### config.mk
export PLATFORM = sky130hd
export DESIGN_NAME = id_pipe_reg_nlane
export DESIGN_NICKNAME = d
export VERILOG_FILES = /design/src/rtl/id_pipe_pkg.sv /design/src/rtl/id_pipe_reg_nlane_sat_counter.sv /design/src/rtl/id_pipe_reg_nlane.sv
export SDC_FILE = /design/constraint.sdc
export NUM_CORES = 1
export LEC_CHECK = 0
export ABC_AREA = 1
export CORE_UTILIZATION = 40
export CTS_CLUSTER_DIAMETER = 60
export CTS_CLUSTER_SIZE = 30
export DETAILED_ROUTE_END_ITERATION = 16
export GPL_TIMING_DRIVEN = 1
export PLACE_DENSITY = 0.77
export SYNTH_ARGS = -nofsm -noshare
export SYNTH_HDL_FRONTEND = slang
export SYNTH_SLANG_ARGS = --single-unit
export TNS_END_PERCENT = 1
### constraint.sdc
create_clock -name clk -period 1.6 [get_ports clk]
set_clock_uncertainty 0.05 [all_clocks]
set_input_delay 0.32 -clock clk [delete_from_list [all_inputs] [get_ports clk]]
set_output_delay 0.32 -clock clk [all_outputs]
set_load 0.02 [all_outputs]
### src/rtl/id_pipe_pkg.sv
// Shared types and helpers for the ID1/ID2 multi-lane pipeline register.
package id_pipe_pkg;

   localparam int CNT_W_DEF     = 16;
   localparam int STALL_MAX_DEF = 64;
   localparam int CTRL_W_DEF    = 16;

   localparam int CTRL_SIGN_EXT   = 0;
   localparam int CTRL_ALU_OP     = 1;
   localparam int CTRL_REG_DST    = 5;
   localparam int CTRL_MEM_TO_REG = 7;
   localparam int CTRL_PC_SRC     = 9;
   localparam int CTRL_BRANCH     = 10;
   localparam int CTRL_JUMP       = 11;
   localparam int CTRL_ALU_SRC    = 12;
   localparam int CTRL_REG_WRITE  = 13;
   localparam int CTRL_MEM_WRITE  = 14;
   localparam int CTRL_MEM_READ   = 15;

   typedef struct packed {
      logic       mem_read;
      logic       mem_write;
      logic       reg_write;
      logic       alu_src;
      logic       jump;
      logic       branch;
      logic       pc_src;
      logic [1:0] mem_to_reg;
      logic [1:0] reg_dst;
      logic [3:0] alu_op;
      logic       sign_ext;
   } ctrl_t;

   function automatic int lane_lo(input int lane, input int w);
      return lane * w;
   endfunction

endpackage

### src/rtl/id_pipe_reg_nlane_sat_counter.sv
// Saturating up-counter with synchronous reset and clear.
module sat_counter #(
   parameter int W = 16
) (
   input  logic         clk,
   input  logic         reset,
   input  logic         clr,
   input  logic         inc,
   output logic [W-1:0] count
);

   always_ff @(posedge clk) begin
      if (reset || clr) begin
         count <= '0;
      end else if (inc && (count != '1)) begin
         count <= count + W'(1);
      end
   end

endmodule

### src/rtl/id_pipe_reg_nlane.sv
// N-lane ID1/ID2 pipeline register with hold-on-stall,
// age-ordered kill, perf counters and a stall watchdog.
module id_pipe_reg_nlane
   import id_pipe_pkg::*;
#(
   parameter int LANES     = 2,
   parameter int INSTR_W   = 32,
   parameter int PC_W      = 8,
   parameter int CTRL_W    = CTRL_W_DEF,
   parameter int CNT_W     = CNT_W_DEF,
   parameter int STALL_MAX = STALL_MAX_DEF
) (
   input  logic                      clk,
   input  logic                      reset,
   input  logic [LANES-1:0]          in_valid,
   input  logic [LANES*INSTR_W-1:0]  in_instr,
   input  logic [LANES*PC_W-1:0]     in_pc_plus,
   input  logic [LANES*PC_W-1:0]     in_pc_branch,
   input  logic [LANES-1:0]          in_pred,
   input  logic [LANES*CTRL_W-1:0]   in_ctrl,
   input  logic                      flush_all,
   input  logic [LANES-1:0]          kill_younger,
   input  logic                      stall,
   input  logic [LANES-1:0]          bubble,
   output logic [LANES-1:0]          out_valid,
   output logic [LANES*INSTR_W-1:0]  out_instr,
   output logic [LANES*PC_W-1:0]     out_pc_plus,
   output logic [LANES*PC_W-1:0]     out_pc_branch,
   output logic [LANES-1:0]          out_pred,
   output logic [LANES*CTRL_W-1:0]   out_ctrl,
   output logic [CNT_W-1:0]          flush_cnt,
   output logic [CNT_W-1:0]          stall_cnt,
   output logic [CNT_W-1:0]          bubble_cnt,
   output logic                      stall_timeout
);

   logic [LANES-1:0] kill;
   logic [LANES-1:0] eff_valid;
   logic             drop;
   logic             acc;
   logic             do_stall;
   logic             do_load;
   logic [CNT_W-1:0] run_cnt;

   assign do_stall = stall & ~flush_all;
   assign do_load  = ~stall & ~flush_all;

   // Older lanes that resolve a jump kill every younger lane.
   always_comb begin
      kill      = '0;
      eff_valid = '0;
      drop      = 1'b0;
      acc       = 1'b0;
      for (int j = 0; j < LANES; j++) begin
         kill[j]      = acc;
         eff_valid[j] = in_valid[j] & ~bubble[j] & ~acc;
         if (in_valid[j] & (bubble[j] | acc))
            drop = 1'b1;
         acc = acc | (kill_younger[j] & in_valid[j]);
      end
   end

   always_ff @(posedge clk) begin
      if (reset || flush_all) begin
         out_valid     <= '0;
         out_instr     <= '0;
         out_pc_plus   <= '0;
         out_pc_branch <= '0;
         out_pred      <= '0;
         out_ctrl      <= '0;
      end else if (!stall) begin
         for (int j = 0; j < LANES; j++) begin
            out_valid[j] <= eff_valid[j];
            out_pred[j]  <= eff_valid[j] & in_pred[j];
            out_instr[lane_lo(j, INSTR_W) +: INSTR_W] <=
               eff_valid[j] ?
               in_instr[lane_lo(j, INSTR_W) +: INSTR_W] : '0;
            out_pc_plus[lane_lo(j, PC_W) +: PC_W] <=
               eff_valid[j] ?
               in_pc_plus[lane_lo(j, PC_W) +: PC_W] : '0;
            out_pc_branch[lane_lo(j, PC_W) +: PC_W] <=
               eff_valid[j] ?
               in_pc_branch[lane_lo(j, PC_W) +: PC_W] : '0;
            out_ctrl[lane_lo(j, CTRL_W) +: CTRL_W] <=
               eff_valid[j] ?
               in_ctrl[lane_lo(j, CTRL_W) +: CTRL_W] : '0;
         end
      end
   end

   sat_counter #(.W(CNT_W)) u_flush_cnt (
      .clk   (clk),
      .reset (reset),
      .clr   (1'b0),
      .inc   (flush_all),
      .count (flush_cnt)
   );

   sat_counter #(.W(CNT_W)) u_stall_cnt (
      .clk   (clk),
      .reset (reset),
      .clr   (1'b0),
      .inc   (do_stall),
      .count (stall_cnt)
   );

   sat_counter #(.W(CNT_W)) u_bubble_cnt (
      .clk   (clk),
      .reset (reset),
      .clr   (1'b0),
      .inc   (do_load & drop),
      .count (bubble_cnt)
   );

   sat_counter #(.W(CNT_W)) u_run_cnt (
      .clk   (clk),
      .reset (reset),
      .clr   (~do_stall),
      .inc   (do_stall),
      .count (run_cnt)
   );

   // Fires on the edge where the run count becomes STALL_MAX.
   always_ff @(posedge clk) begin
      if (reset) begin
         stall_timeout <= 1'b0;
      end else if (do_stall &&
                   (run_cnt == CNT_W'(STALL_MAX - 1))) begin
         stall_timeout <= 1'b1;
      end
   end

endmodule

# Yosys cells after proc, flatten, opt, wreduce, memory -nomap -nowiden
# Index checks and enable logic that the tools add are counted.
# W data, S select, Z words.
[word_totals]
register_bits = 197
input_bits = 140
out_inout_bits = 181
[classes]
n_addsub = 4
eq_ne = 5
n_mux = 10
bitwise_logic = 18
reduce_logical = 7
[ops]
columns = ["cell", "count"]
rows = [
  ["$add A16 B1 Y16 const B", 4],
  ["$mux W32", 2],
  ["$ne A16 B16 Y1 const B", 4],
  ["$mux W16", 2],
  ["$mux W8", 4],
  ["$eq A16 B6 Y1 const B", 1],
  ["$and A1 B1 Y1", 11],
  ["$not A1 Y1", 6],
  ["$logic_and A1 B1 Y1", 5],
  ["$logic_or A1 B1 Y1", 2],
  ["$mux W1", 2],
  ["$or A1 B1 Y1", 1],
]

# Logic depth before layout (Yosys ltp)
# Gate-level depths: netlist (run 1).
[depth]
word_depth = 6
depth_mapped = 10
depth_no_buf = 10

# By module
# From an unflattened synthesis (run 1), not the netlist that was laid out.
[hier_totals]
hier_cells = 1199
area_unflattened_um2 = 8506.9
[by_module_without_submodules]
columns = ["module", "n_inst", "cells_each", "area_per_inst_um2", "seq_area_each_um2"]
rows = [
  ["id_pipe_reg_nlane", 1, 603, 4703.3, 2662.6],
  ["sat_counter", 4, 149, 950.9, 320.3],
]

# Worst setup path before layout (run 1)
# OpenSTA, ideal clock, no wires.
[synth_timing]
path_kind = "register -> register"
startpoint = "register u_bubble_cnt.count[0]"
endpoint = "register u_bubble_cnt.count[3]"
t_arrival_ns = 1.538
slack_ns = -0.054
path_stages_with_launch = 11
path_buffers = 1
cell_sequence = "dfxtp_1 -> ha_1 -> nand2_2 -> nor2_4 -> nand2_4 -> nor2_8 -> inv_2 -> nand2_4 -> buf_12 -> nand2_4 -> a21oi_2"
[synth_via]
elab_chain_len = 2
elab_cells_between_ends = 3
cone_classes = "1 x add/sub; 1 x eq/ne; 1 x reduce/logical"
[synth_rtl]
columns = ["element", "line_no", "rtl"]
rows = [
  ["start: declaration", "id_pipe_reg_nlane_sat_counter.sv:9", "output logic [W-1:0] count"],
  ["start signal: assignment", "id_pipe_reg_nlane_sat_counter.sv:16", "count <= count + W'(1);"],
  ["parallel branches: the longest is 2 deep, another holds $add A16 B1 Y16", "-", ""],
]
# Parallel ways; which one is timed is not known.
# A chain may end at the register's enable or synchronous reset.

# Worst setup path in the final report (run 1)
[layout_timing]
startpoint = "register u_stall_cnt.count[3]"
endpoint = "output stall_cnt[3]"
[layout_lines]
columns = ["element", "line_no", "rtl"]
rows = [
  ["start: declaration", "id_pipe_reg_nlane_sat_counter.sv:9", ""],
  ["start signal: assignment", "id_pipe_reg_nlane_sat_counter.sv:16", ""],
  ["end: declaration", "id_pipe_reg_nlane.sv:32", "output logic [CNT_W-1:0] stall_cnt,"],
]
# No word-level cell between the ends.

==> results.json, run 1 <==
{
  "synth_top_area_cell": "dfxtp_1",
  "diodes": 0,
  "relSlewSlack_pct": 75.1,
  "dp_cells": 1765,
  "path_buf_inv": 1,
  "met1_usage_pct": 26.0,
  "worst_hold_slack_ns": 0.377,
  "use_met3_pct": 7.08,
  "end_kind": "primary output",
  "drtIter0Drc": 250,
  "synthTopCellsByArea": "dfxtp_1 48%, nand2_1 13%, inv_1 8.1%",
  "finalNonFillerCells": 1799,
  "grt_first_pass_wirelength_mm": 39.4,
  "min_path_cells": 3,
  "use_met2_pct": 41.0,
  "start_util_pct": 40.8,
  "critPathTopFamily": "flip-flops",
  "drt_wl_total_mm": 24.5,
  "rows": 52,
  "design_area_sq_um": 12700,
  "drt-pass1-iter-count": 5,
  "reg2reg_slack_ns": 0.06,
  "r2r_cells": 10,
  "start_kind": "flip-flop",
  "finalCritPeriodShare_pct": 97.6,
  "yosysUniqueCellTypes": 34,
  "die_area_sq_um": 21100,
  "worstSetupPathType": "reg -> out",
  "finalSetupViolations": 0,
  "finalHoldViolations": 0,
  "required_ns": 1.23,
  "grt_start_max_net_pins": 67,
  "grt_usage_pct": 23.3,
  "cts.sinks": 197,
  "synth_area_per_cell_sq_um": 7.09,
  "max_stage_delay_ns": 0.42,
  "net-switching-power_mw": 2.52,
  "htree_levels": 4,
  "ant_nets": 0,
  "rsz0062_at_grt": "true",
  "cts_tree": "done",
  "cts_buffer_depth": 2,
  "maxCapViolCount": 0,
  "nFillCells": 1883,
  "cp_max_fo": 6,
  "status": "finished, final reports clean",
  "busiest_layer": "met2",
  "vias": 8313,
  "cellPowerDensity_nw_per_um2": 821,
  "swShare_pct": 24.2,
  "hpwlAfterDp_mm": 18.8,
  "viasPerCell": 4.62,
  "gp_congestion": 0.908,
  "synth_top_area_share_pct": 48.0,
  "fmax_mhz": 640,
  "hold_path_class": "in -> reg",
  "routedWlPerCell_um": 13.6,
  "crit_arrival_ns": 1.19,
  "layout-drive-gt1-share_pct": 12.1,
  "drv_slew": 0,
  "p_leak_nw": 6.11,
  "path_clk_slew_ns": 0.08,
  "io_buffers": 319,
  "antenna_found_initial": 1,
  "combPwrFrac_pct": 9.1,
  "tightest_slew_ns": 0.373,
  "area_growth_pct": 54.0,
  "coreArea_sq_um": 20200,
  "ys_seq_elements": 197,
  "crit_chain": "dlygate4sd2_1",
  "clock_latency_ns": 0.42,
  "syn_nets": 1303,
  "yosysSeqAreaShare_pct": 48.0,
  "period_minus_slack_ns": 1.56,
  "place_area_sq_um": 12100,
  "internal-power_mw": 7.88,
  "seq_power_share_pct": 48.3,
  "synthesis.area_sq_um": 8220,
  "die_h_um": 145,
  "grt-ovfl-total": 0,
  "numCtsBuffers": 17,
  "io_pins": 321,
  "grt_pass1_vias": 7962,
  "reg2reg_from": "u_flush_cnt.count[1]$_SDFFE_PP0P_",
  "drc_errors": 0,
  "yosys_warnings": 0,
  "die_w_um": 145,
  "p_clk_share_pct": 42.7,
  "cts-root-buf": "clkbuf_16",
  "reg2reg_to": "u_flush_cnt.count[0]$_SDFFE_PP0P_",
  "syn-instance-count": 1159,
  "final_net_count": 1660,
  "hold_path.startpoint": "in_instr[50]",
  "min_to": "out_instr[50]$_SDFFE_PP0N_",
  "crit_path_top_delay_cell": "dfxtp_1",
  "ir_worst_vdd_uv": 671
}
## kinds of logic after synthesis
kind of cell | Yosys count | share of synthesized area (%)
fa+ha+maj | 4 | 0.609
flops | 197 | 48.0
compound gates | 190 | 11.7
simple gates | 529 | 27.4
buf+inv | 229 | 11.3
xor+xnor | 10 | 1.07
## metal layers
metal	part of all wire, %	wire length, um
met1	39	9500
met2	50	12300
met3	7.8	1910
met4	3.2	794
met5	0.037	9
## layout by cell type, fill, tap and decap left out, types with 2 or more instances in the layout
master / n
clkdlybuf4s50_1: 138
a21oi_1: 36
dfxtp_1: 183
o21ai_1: 86
dfxtp_2: 14
a21oi_2: 5
nand3b_1: 3
nor2_1: 120
nand3_4: 2
nand3_1: 58
buf_12: 14
nor3_1: 6
inv_6: 3
clkbuf_16: 17
buf_4: 45
inv_2: 9
nand2_1: 281
bufinv_16: 2
clkdlybuf4s15_1: 12
nor3_4: 2
clkdlybuf4s15_2: 3
xnor2_1: 4
dlygate4sd2_1: 151
inv_1: 178
nor3_2: 2
clkinv_4: 3
nand4_1: 11
inv_8: 3
nor2_4: 6
xor2_1: 6
nand2_4: 4
and2_1: 2
clkinv_8: 2
nand2_2: 6
clkbuf_2: 15
ha_1: 3
o21ai_0: 62
nor2_2: 22
## per-stage QoR
stage	TNS, ns	power, mW	setup slack [ns]	util, %
3_3_place_gp	-40.39	6.09	-0.330	60.2
2_1_floorplan	-0.189	5.48	-0.0299	-
3_5_place_dp	-44.20	6.11	-0.413	60.2
5_1_grt	-0.115	10.8	-0.0206	62.8
6_report	0	10.4	0.0384	62.8
4_1_cts	-0.0101	10.5	-0.0101	62.3
## worst max path at each step
stage	from	to	slack, ns	cells past startpoint
6_report	u_stall_cnt.count[3]$_SDFFE_PP0P_	stall_cnt[3]	0.04	1
4_1_cts	u_bubble_cnt.count[0]$_SDFFE_PP0P_	bubble_cnt[0]	-0.01	2
2_1_floorplan	u_flush_cnt.count[0]$_SDFFE_PP0P_	u_flush_cnt.count[7]$_SDFFE_PP0P_	-0.03	8
5_1_grt	u_stall_cnt.count[7]$_SDFFE_PP0P_	stall_cnt[7]	-0.02	2
3_3_place_gp	stall	u_run_cnt.count[13]$_SDFFE_PP0P_	-0.33	7
3_5_place_dp	flush_all	u_run_cnt.count[13]$_SDFFE_PP0P_	-0.41	8
## flip-flops by register name (all words and copies together), names as in the netlist
| name | cells |
|---|---|
| out_ctrl | 32 |
| out_instr | 64 |
| out_pc_branch | 16 |
| out_pc_plus | 16 |
| out_pred | 2 |
| out_valid | 2 |
| stall_timeout | 1 |
| u_bubble_cnt.count | 16 |
| u_flush_cnt.count | 16 |
| u_run_cnt.count | 16 |
| u_stall_cnt.count | 16 |
## cell type report
cell class	instances	area (sq um)	share of cell area, %
clock buffer	18	429	3.39
clock inverter	14	186	1.47
inverter	188	706	5.57
multi-input combinational	733	3480	27.5
sequential	197	3960	31.3
tap	270	338	2.67
timing repair buffer	379	3560	28.1
## cell usage after synthesis
master    number
buf_1          1
o21ai_1       85
nor2_1       130
nor2_8         1
nand3_1       58
clkbuf_1      11
and2_1         2
nand2_1      287
clkbuf_2       2
buf_12         1
nand4_1       11
and3_1         1
buf_6          2
nand3_2        2
nor4_1         1
xor2_1         6
nor3_2         2
inv_2          9
buf_2         22
o21ai_0       64
nand2_4        3
nand3b_1       3
nor2_2        14
nand2_2        2
a21oi_1       38
ha_1           4
dfxtp_1      197
nor2_4         4
a21oi_2        3
nor3_1         8
inv_1        178
buf_4          2
clkinv_1       1
xnor2_1        4
## power groups by stage
stage	logic [mW]	clock network, mW	registers [mW]
finish	0.944	4.44	5.02
CTS	0.943	4.55	5.01
detailed placement	0.980	0	5.13
global placement	0.967	0	5.13
global route	1.03	4.75	5.03
floorplan	0.273	0	5.21
## worst reg2reg max path: stages (launching register included)
cell	delay, ns
dfxtp_2	0.36
ha_4	0.14
nand2_2	0.06
nor2_2	0.13
buf_4	0.13
nand2_4	0.07
nor2_4	0.14
nor2_2	0.04
buf_6	0.13
nor2_1	0.11
nor2_1	0.06
## timing repair
action / CTS / global route
hold buffers: 0 / 0
setup buffers: 0 / 2
resized for setup: 197 / 78
pin swaps: 1 / 4
endpoints found under the setup margin: 183 / 80
gates cloned: 0 / 0
No activity file was read; power rests on OpenSTA's default activity.
==> inputs of run 2 (changes only) <==
--- a/config.mk
+++ b/config.mk
@@ -11,8 +11,10 @@
 export CTS_CLUSTER_SIZE = 30
 export DETAILED_ROUTE_END_ITERATION = 16
 export GPL_TIMING_DRIVEN = 1
+export MAX_ROUTING_LAYER = met4
 export PLACE_DENSITY = 0.77
 export SYNTH_ARGS = -nofsm -noshare
 export SYNTH_HDL_FRONTEND = slang
+export SYNTH_HIERARCHICAL = 1
 export SYNTH_SLANG_ARGS = --single-unit
 export TNS_END_PERCENT = 1
==> results.json, run 2 <==
{
  "status": "finished, final reports clean",
  "min_to": "out_instr[40]$_SDFFE_PP0N_",
  "r2r_cells": 8,
  "rsz0062_at_grt": "true",
  "yosysMostFrequentCell": "nand2_1",
  "muxShareOfSynthArea_pct": 0,
  "nFillCells": 1879,
  "worstSetupPathType": "in -> reg",
  "antenna_found_initial": 2,
  "synth_edf_count": 0,
  "synth_common_cells": "420 x nand2_1, 197 x dfxtp_1, 169 x a21oi_1, 145 x nor2_1, 58 x nand3_1",
  "ys_seq_elements": 197,
  "crit_start": "in_valid[0]",
  "tightest_slew_ns": 0.590,
  "gp_congestion": 0.891,
  "cellPowerDensity_nw_per_um2": 809,
  "viasPerCell": 4.86,
  "area_growth_pct": 49.1,
  "routedWlPerCell_um": 14.2,
  "finalSetupViolations": 0,
  "grt-ovfl-total": 0,
  "top_register": "out_instr",
  "coreArea_sq_um": 20600,
  "reg2reg_to": "u_run_cnt/count[2]$_SDFFE_PP0P_",
  "hold_path.startpoint": "stall",
  "drv_slew": 0,
  "grt_pass1_vias": 8260,
  "numCtsBuffers": 17,
  "yosysSeqAreaShare_pct": 46.4,
  "synth_area_per_cell_sq_um": 7.10,
  "crit_chain": "clkdlybuf4s50_1 > nand2_1 > nand2_2 > a22oi_2 > nor3_4 > inv_2 > nor2_4 > nand2_2 > inv_2 > nand3_1 > nand2_1 > inv_1 > nor2_1",
  "crit_path_top_delay_cell": "clkdlybuf4s50_1",
  "synth_top_area_share_pct": 46.4,
  "fmax_mhz": 628,
  "hold_path_class": "in -> reg",
  "max_stage_delay_ns": 0.48,
  "synthFlopType": "dfxtp_1",
  "synth_top_family_by_area": "simple AND/OR/NAND/NOR gates",
  "htree_levels": 4,
  "p_leak_nw": 5.18,
  "cts-root-buf": "clkbuf_16",
  "met1_usage_pct": 27.1,
  "die_area_sq_um": 21900,
  "cts_buffer_depth": 2,
  "critPathTopFamily": "simple AND/OR/NAND/NOR gates",
  "grt_first_pass_wirelength_mm": 40.4,
  "design_area_sq_um": 12700,
  "reg2reg_slack_ns": 0.09,
  "grt_start_max_net_pins": 131,
  "crit_arrival_ns": 1.91,
  "rows": 52,
  "use_met2_pct": 41.0,
  "io_pins": 321,
  "yosysUniqueCellTypes": 27,
  "busiest_layer": "met2",
  "path_buf_inv": 4,
  "drtIter0Drc": 364,
  "finalCritPeriodShare_pct": 99.5,
  "end_kind": "flip-flop",
  "die_w_um": 148,
  "final_core_util_pct": 61.7,
  "path_clk_slew_ns": 0.08,
  "drt_wl_total_mm": 26.0,
  "mostFrequentLayoutCell": "nand2_1",
  "drc_errors": 0,
  "final_net_count": 1690,
  "min_path_cells": 3,
  "synth_fa_ha_area_share_pct": 0.588,
  "synth_top_area_cell": "dfxtp_1",
  "mostFrequentLayoutCells": "417 x nand2_1, 191 x dfxtp_1, 169 x a21oi_1",
  "drt-pass1-iter-count": 5,
  "top_regs": "out_instr x64, out_ctrl x32",
  "reg2reg_from": "u_run_cnt/count[0]$_SDFFE_PP0P_",
  "vias": 8901,
  "ir_worst_vdd_uv": 660,
  "io_buffers": 319,
  "relSlewSlack_pct": 60.6,
  "synth-xor-area-share_pct": 0,
  "hpwlAfterDp_mm": 19.0,
  "synth-compound-area-share_pct": 11.5,
  "synth_simple_gate_area_share_pct": 34.9,
  "worst_hold_slack_ns": 0.153,
  "die_h_um": 148,
  "layout-drive-gt1-share_pct": 13.2,
  "use_met3_pct": 4.85,
  "yosys_warnings": 6,
  "ant_nets": 0,
  "finalHoldViolations": 0,
  "required_ns": 1.92,
  "syn-instance-count": 1199,
  "cts_tree": "done",
  "synthArstFlopShare_pct": 0,
  "maxCapViolCount": 0,
  "grt_usage_pct": 23.7,
  "place_area_sq_um": 12200,
  "start_util_pct": 41.4,
  "period_minus_slack_ns": 1.59,
  "largest_reg_flops": 64,
  "synthTopCellsByArea": "dfxtp_1 46%, nand2_1 19%, a21oi_1 9.9%",
  "clock_latency_ns": 0.43,
  "cts.sinks": 197,
  "cp_max_fo": 4,
  "start_kind": "input port",
  "synthesis.area_sq_um": 8510
}
run 2: changes by cell type after synthesis, sizes merged, moves of 6 or more:
cell / previous run / this run
clkbuf: 13 / 19
o21ai: 149 / 16
a21oi: 41 / 169
nand2: 292 / 437
xor2: 6 / 0
inv: 187 / 59
nor2: 149 / 174
run 2: worst register-to-register path: cells and delay by family, from the launching register on:
family	cells	cell delay, ns
and+or+nand+nor	6	0.71
DFF	1	0.34
adders and majority gates	1	0.18
AOI/OAI and AO/OA	1	0.13
run 2: logic make-up after synthesis:
family                   count (synthesis)
AND/OR/NAND/NOR                        692
buffers and inverters                  115
flip-flops                             197
other                                    1
AO/OA/AOI/OAI                          190
adder cells (fa/ha/maj)                  4
run 2: layout make-up:
| type | instances | area [sq um] | share of cell area [%] |
|---|---|---|---|
| clock inverter | 14 | 179 | 1.41 |
| antenna | 2 | 5.00 | 0.0395 |
| inverter | 63 | 236 | 1.86 |
| timing repair buffer | 378 | 3420 | 27.0 |
| tap | 270 | 338 | 2.66 |
| multi-input combinational | 889 | 4110 | 32.4 |
| clock buffer | 18 | 439 | 3.46 |
| sequential | 197 | 3950 | 31.2 |
run 2: metrics by stage:
stage / cells / setup WS, ns / setup TNS, ns / power, mW
global route: 1831 / -0.0911 / -0.566 / 10.6
global placement: 1795 / -0.414 / -44.93 / 5.99
floorplan: 1201 / -0.00454 / -0.00454 / 5.43
finish: 1831 / 0.00772 / 0 / 10.3
CTS: 1827 / 0.000963 / 0 / 10.4
detailed placement: 1795 / -0.436 / -49.27 / 6.00
run 2: report_power, final:
part	leakage, nW	internal, mW	switching, mW
clock network	0.296	2.18	2.21
logic	3.29	0.479	0.425
registers	1.59	4.94	0.0207
run 2: per-layer routing:
metal	part of all wire (%)	up-vias
met5	0	-
met4	2.8	0
met3	6.0	43
met2	49	271
met1	42	4077
li1	-	4510
run 2: worst max path at each step:
stage	depth (start not counted)	slack, ns	to
final	13	0.008	u_bubble_cnt/count[10]$_SDFFE_PP0P_
after global routing	13	-0.09	u_bubble_cnt/count[10]$_SDFFE_PP0P_
after CTS	1	0.001	stall_cnt[2]
after detailed placement	12	-0.44	u_bubble_cnt/count[14]$_SDFFE_PP0P_
after global placement	12	-0.41	u_bubble_cnt/count[10]$_SDFFE_PP0P_
after floorplan	10	-0.005	u_bubble_cnt/count[14]$_SDFFE_PP0P_
run 2: repair_timing:
action | CTS | global route
hold buffers | 0 | 0
hold endpoints to repair | 0 | 0
gates resized for setup | 216 | 63
buffers inserted | 0 | 2
pin swaps | 0 | 4
endpoints found under the setup margin | 181 | 65
